File: config.mk
export PLATFORM = sky130hd
export DESIGN_NAME = uart_tx_frame_flat
export DESIGN_NICKNAME = d
export VERILOG_FILES = /design/src/rtl/uart_tx_frame_if.sv /design/src/rtl/uart_tx_frame.sv /design/src/flat_wrapper.sv
export SDC_FILE = /design/constraint.sdc
export NUM_CORES = 1
export LEC_CHECK = 0
export ABC_AREA = 1
export CORE_UTILIZATION = 45
export DETAILED_ROUTE_END_ITERATION = 7
export PLACE_DENSITY_LB_ADDON = 0.1
export SETUP_SLACK_MARGIN = 0.05
export SLEW_MARGIN = 20
export SYNTH_ARGS = -nofsm -noshare
export SYNTH_HDL_FRONTEND = slang
export SYNTH_SLANG_ARGS = --single-unit
File: constraint.sdc
create_clock -name clk -period 1.9 [get_ports clk]
set_input_delay 0.19 -clock clk [delete_from_list [all_inputs] [get_ports clk]]
set_output_delay 0.19 -clock clk [all_outputs]
set_load 0.01 [all_outputs]
File: src/rtl/uart_tx_frame_if.sv
// Word handshake between an upstream producer and the UART transmitter.
// The producer drives data_in/data_valid; the transmitter answers with data_ready.
interface uart_tx_frame_if #(
   parameter int DATA_W = 8
);
   logic [DATA_W-1:0] data_in;
   logic              data_valid;
   logic              data_ready;

   modport master (output data_in, output data_valid, input data_ready);
   modport slave  (input data_in, input data_valid, output data_ready);
endinterface

File: src/rtl/uart_tx_frame.sv
// UART transmitter: start bit, LSB-first data, optional parity, 1 or 2 stop bits.
// Every serial bit is held for CLKS_PER_BIT clocks; the line idles high.
module uart_tx_frame #(
   parameter int DATA_W       = 8,
   parameter int CLKS_PER_BIT = 16,
   parameter int PARITY       = 0,
   parameter int STOP_BITS    = 1
) (
   input  logic           clk,
   input  logic           rst,
   uart_tx_frame_if.slave bus,
   output logic           tx_out,
   output logic           busy
);

   // Reject illegal configurations at elaboration time.
   if (DATA_W < 5 || DATA_W > 9) begin : g_bad_data_w
      $error("uart_tx_frame: DATA_W must be in 5..9");
   end
   if (CLKS_PER_BIT < 2) begin : g_bad_clks
      $error("uart_tx_frame: CLKS_PER_BIT must be >= 2");
   end
   if (PARITY < 0 || PARITY > 2) begin : g_bad_parity
      $error("uart_tx_frame: PARITY must be 0, 1 or 2");
   end
   if (STOP_BITS < 1 || STOP_BITS > 2) begin : g_bad_stop
      $error("uart_tx_frame: STOP_BITS must be 1 or 2");
   end

   localparam int BAUD_W = $clog2(CLKS_PER_BIT);
   localparam logic [BAUD_W-1:0] BAUD_LAST = BAUD_W'(CLKS_PER_BIT - 1);
   localparam logic [3:0]        DATA_LAST = 4'(DATA_W - 1);
   localparam logic [3:0]        STOP_LAST = 4'(STOP_BITS - 1);

   typedef enum logic [2:0] {
      S_IDLE,
      S_START,
      S_DATA,
      S_PARITY,
      S_STOP
   } state_t;

   state_t            state_q, state_d;
   logic [BAUD_W-1:0] baud_q, baud_d;
   logic [3:0]        bit_q, bit_d;     // data bit index in DATA, stop bit index in STOP
   logic [DATA_W-1:0] shift_q, shift_d;
   logic              par_q, par_d;
   logic              tx_q, tx_d;
   logic              busy_q, busy_d;

   logic bit_end;
   logic ready;
   logic accept;

   // Ready only when idle or in the very last clock of the last stop bit,
   // so a waiting word can chain straight into the next start bit.
   assign bit_end = (baud_q == BAUD_LAST);
   assign ready   = (state_q == S_IDLE) ||
                    ((state_q == S_STOP) && bit_end && (bit_q == STOP_LAST));
   assign accept  = bus.data_valid && ready;

   assign bus.data_ready = ready;
   assign tx_out         = tx_q;
   assign busy           = busy_q;

   // Next-state, counter, shifter and registered-output computation.
   always_comb begin
      state_d = state_q;
      baud_d  = baud_q;
      bit_d   = bit_q;
      shift_d = shift_q;
      par_d   = par_q;
      tx_d    = tx_q;
      busy_d  = busy_q;

      if (state_q != S_IDLE) begin
         baud_d = bit_end ? '0 : baud_q + 1'b1;
      end

      case (state_q)
         S_START: begin
            if (bit_end) begin
               state_d = S_DATA;
               bit_d   = '0;
               tx_d    = shift_q[0];
            end
         end
         S_DATA: begin
            if (bit_end) begin
               shift_d = shift_q >> 1;
               if (bit_q == DATA_LAST) begin
                  bit_d = '0;
                  if (PARITY != 0) begin
                     state_d = S_PARITY;
                     tx_d    = par_q;
                  end else begin
                     state_d = S_STOP;
                     tx_d    = 1'b1;
                  end
               end else begin
                  bit_d = bit_q + 1'b1;
                  tx_d  = shift_q[1];
               end
            end
         end
         S_PARITY: begin
            if (bit_end) begin
               state_d = S_STOP;
               bit_d   = '0;
               tx_d    = 1'b1;
            end
         end
         S_STOP: begin
            if (bit_end) begin
               if (bit_q == STOP_LAST) begin
                  state_d = S_IDLE;
                  busy_d  = 1'b0;
                  bit_d   = '0;
               end else begin
                  bit_d = bit_q + 1'b1;
               end
               tx_d = 1'b1;
            end
         end
         default: begin
            tx_d   = 1'b1;
            busy_d = 1'b0;
         end
      endcase

      // A new word (from IDLE or the final stop clock) starts a frame immediately.
      if (accept) begin
         state_d = S_START;
         baud_d  = '0;
         bit_d   = '0;
         shift_d = bus.data_in;
         par_d   = (PARITY == 2) ? ~^bus.data_in : ^bus.data_in;
         tx_d    = 1'b0;
         busy_d  = 1'b1;
      end
   end

   // State and output registers; reset abandons any frame and parks the line high.
   always_ff @(posedge clk) begin
      if (rst) begin
         state_q <= S_IDLE;
         baud_q  <= '0;
         bit_q   <= '0;
         shift_q <= '0;
         par_q   <= 1'b0;
         tx_q    <= 1'b1;
         busy_q  <= 1'b0;
      end else begin
         state_q <= state_d;
         baud_q  <= baud_d;
         bit_q   <= bit_d;
         shift_q <= shift_d;
         par_q   <= par_d;
         tx_q    <= tx_d;
         busy_q  <= busy_d;
      end
   end

endmodule
File: src/flat_wrapper.sv
// flat-port wrapper written by rule: the top's interface ports become plain ports
module uart_tx_frame_flat 
#(
   parameter int DATA_W       = 8,
   parameter int CLKS_PER_BIT = 16,
   parameter int PARITY       = 0,
   parameter int STOP_BITS    = 1
)
  (clk, rst, tx_out, busy, bus_data_in, bus_data_valid, bus_data_ready);
  uart_tx_frame_if #(.DATA_W(DATA_W)) bus_i ();
  input  logic clk;
  input  logic rst;
  output logic tx_out;
  output logic busy;
  input wire logic [$bits(bus_i.data_in)-1:0] bus_data_in;
  input wire logic [$bits(bus_i.data_valid)-1:0] bus_data_valid;
  output wire logic [$bits(bus_i.data_ready)-1:0] bus_data_ready;
  assign bus_i.data_in = bus_data_in;
  assign bus_i.data_valid = bus_data_valid;
  assign bus_data_ready = bus_i.data_ready;
  uart_tx_frame #(.DATA_W(DATA_W), .CLKS_PER_BIT(CLKS_PER_BIT), .PARITY(PARITY), .STOP_BITS(STOP_BITS)) u_core (.clk(clk), .rst(rst), .bus(bus_i), .tx_out(tx_out), .busy(busy));
endmodule
==> results.txt <==
status: finished, final reports clean
reg-to-reg slack, setup: 300 ps
post-route ant nets: 0
clock root buffer master: clkbuf_4
I/O Buffers: 13
max cap viols: 0
Setup crit end kind: output pin
Yosys top cell by area: dfxtp_1
CP Max Fanout: 4
Die Area: 2900 µm²
Reg clk slew, reported paths: 130 ps
cell count after synthesis: 166
total wire length: 2380 µm
First-pass DRT Iterations: 6
initial drt markers: 16
met3 Use GR: 5.65%
WS Path Type: reg -> out
Final Wtd Congestion: 0.844
core area: 2500 µm²
CP required: 1710 ps
endpoints failing setup: 0
number of hold violations in the final report: 0
die width: 53.8 µm
Net Count, Synth: 180
Mapped Area: 1210 µm²
Ys Warns: 0
Die Y: 53.8 µm
worst slack at placement: 110 ps
Hold Path Class: in -> reg
met2 Use GR: 30.2%
area of the multi-input gates: 683 µm²
Yosys cell types: 28
Avg WL per Cell: 11.2 µm
Clock Sink Count: 21
met1 usage: 25.2%
initial antenna violation count: 0
Fmax achieved: 606 MHz
Final Core Density: 55.8%
filler instances: 256
DRC: 0
pwr/cell area: 606 nW/µm²
Ant. Diodes: 0
post-synthesis area per instance: 7.28 µm²
share of Yosys cell area claimed by the top area cell type: 34.8%
Vias/cell: 5.25
pin count of the biggest net entering global routing: 20
vias in the first global route: 941
CTS max path bufs: 2
total track usage: 19.2%
Most Used Layer, Global Route: met2
first-pass GRT wire length: 4080 µm
register area: 420 µm²
critical path startpoint category: register
share of cells above drive strength 1: 18.1%
Worst Path Arrival: 1460 ps
RSZ-0062 raised after global routing: no
Yosys reg bits: 21
static leakage: 0.564 nW
CTS tree: done
CTS Hold Bufs: 0
NumNets Final: 197
Max Clock Skew: 12.5 ps
Initial Util: 48.3%
register area share after synthesis: 34.8%
Max transition margin: 70.6%
Final Slew Violations: 0
htree depth: 1
Final Cycle Share: 86.8%
P&R area growth vs syn: 15.4%
clk_lat worst skew: 310 ps
Period minus WS final: 1650 ps
detailed placement HPWL: 1820 µm
largest cells by area after synthesis: dfxtp_1 (35%), nand2_1 (12%), nand3_1 (9.5%)
setup ws final: 251 ps
DR vias: 1114
Rows: 18
final setup TNS: 0 ps
Overflow after GRT: 0
worst vdd ir: 0.561 mV
actual slew at the worst max-slew pin: 440 ps
total CTS buffers: 3
# IOs: 14
==> cells in the final DEF (no fill, tap or decap) <==
cell type        count
nor3_1               3
or2_2                1
buf_4                3
dfxtp_1             21
nand4_1              2
nor2_4               4
nand3_2              1
o211ai_2             1
clkbuf_2             1
nor3b_2              1
a21oi_2              2
nor3_2               2
nor3b_1              1
nand2_4              2
inv_1               18
a21oi_1             19
clkinvlp_4           1
o21ai_2              1
clkinv_2             1
nand2_8              1
nand2_1             38
clkdlybuf4s50_1     12
nor2_1               5
nand3_1             23
clkbuf_4             3
nand2_2              7
o21ai_0              4
inv_2                1
ha_1                 3
==> critical path, stage by stage, from the launching register on <==
cell and delay, ps:
dfxtp_1 350, inv_1 100, ha_1 150, nand2_1 80, nor2_4 120, nand3_2 90, nand2_4 110, clkbuf_2 140
==> stage by stage <==
stage / hold slack [ps] / std cells / area [µm²] / power [mW]
3_3_place_gp: 469 / 207 / 1360 / 0.630
3_5_place_dp: 478 / 207 / 1360 / 0.633
6_report: 442 / 212 / 1400 / 0.845
2_1_floorplan: 320 / 166 / 1210 / 0.584
5_1_grt: 447 / 212 / 1400 / 0.896
4_1_cts: 437 / 212 / 1400 / 0.858
==> final timing paths <==
kind                            depth (start not counted)           endpoint               from
worst max-delay path                                    7     bus_data_ready    u_core.bit_q[0]
worst min-delay path                                    3  u_core.shift_q[7]     bus_data_in[7]
worst max register to register                         10    u_core.bit_q[3]   u_core.baud_q[0]
worst min register to register                          2  u_core.shift_q[7]  u_core.shift_q[7]
==> logic make-up after synthesis <==
| logic type | count (synthesis) | synth area share (%) |
|---|---|---|
| compound gates | 27 | 12.7 |
| simple gates | 91 | 40.7 |
| buf+inv | 24 | 8.69 |
| fa+ha+maj | 3 | 3.11 |
| flops | 21 | 34.8 |
==> synthesized netlist by cell type <==
library cell,instances
dfxtp_1,21
or2_2,1
nand2_8,1
nor3b_1,1
nor3b_2,1
a21oi_1,19
nand3_2,1
inv_2,1
nand3_1,23
clkinv_2,1
nand4_1,2
o21ai_0,4
nor2_1,5
inv_1,18
ha_1,3
o21ai_2,1
nand2_2,7
nor2_4,4
nor3_1,3
a21oi_2,2
buf_2,1
nor3_2,2
clkbuf_2,1
clkbuf_1,1
o211ai_2,1
nand2_1,38
nand2_4,2
buf_8,1
==> metal layers <==
| layer | vias to the layer above | part of all wire, % |
|---|---|---|
| li1 | 582 | - |
| met3 | 2 | 3.3 |
| met5 | - | 0 |
| met1 | 508 | 49 |
| met4 | 0 | 0.42 |
| met2 | 22 | 47 |
==> layout make-up <==
cell class / count / area share, %
multi-input combinational: 121 / 49.0
sequential: 21 / 30.1
timing repair buffer: 16 / 10.6
inverter: 20 / 5.47
tap: 30 / 2.69
clock buffer: 3 / 1.61
clock inverter: 1 / 0.538
==> report_power, final <==
group,internal (mW),switching [mW],total (mW)
clock network,0.0802,0.144,0.224
logic,0.0645,0.0806,0.145
registers,0.462,0.0140,0.476
==> state kept, by name (all words and copies together), names as in the netlist <==
register / cells
u_core.shift_q: 8
u_core.baud_q: 4
u_core.bit_q: 4
u_core.state_q: 3
u_core.busy: 1
u_core.tx_out: 1
==> timing repair <==
| item | CTS | global route |
|---|---|---|
| pin swaps | 1 | 0 |
| cloned | 0 | 0 |
| setup buffers | 1 | 0 |
| gates resized for setup | 1 | 2 |
| setup endpoints to repair | 1 | 1 |
Power figures use the tool's default switching activity.
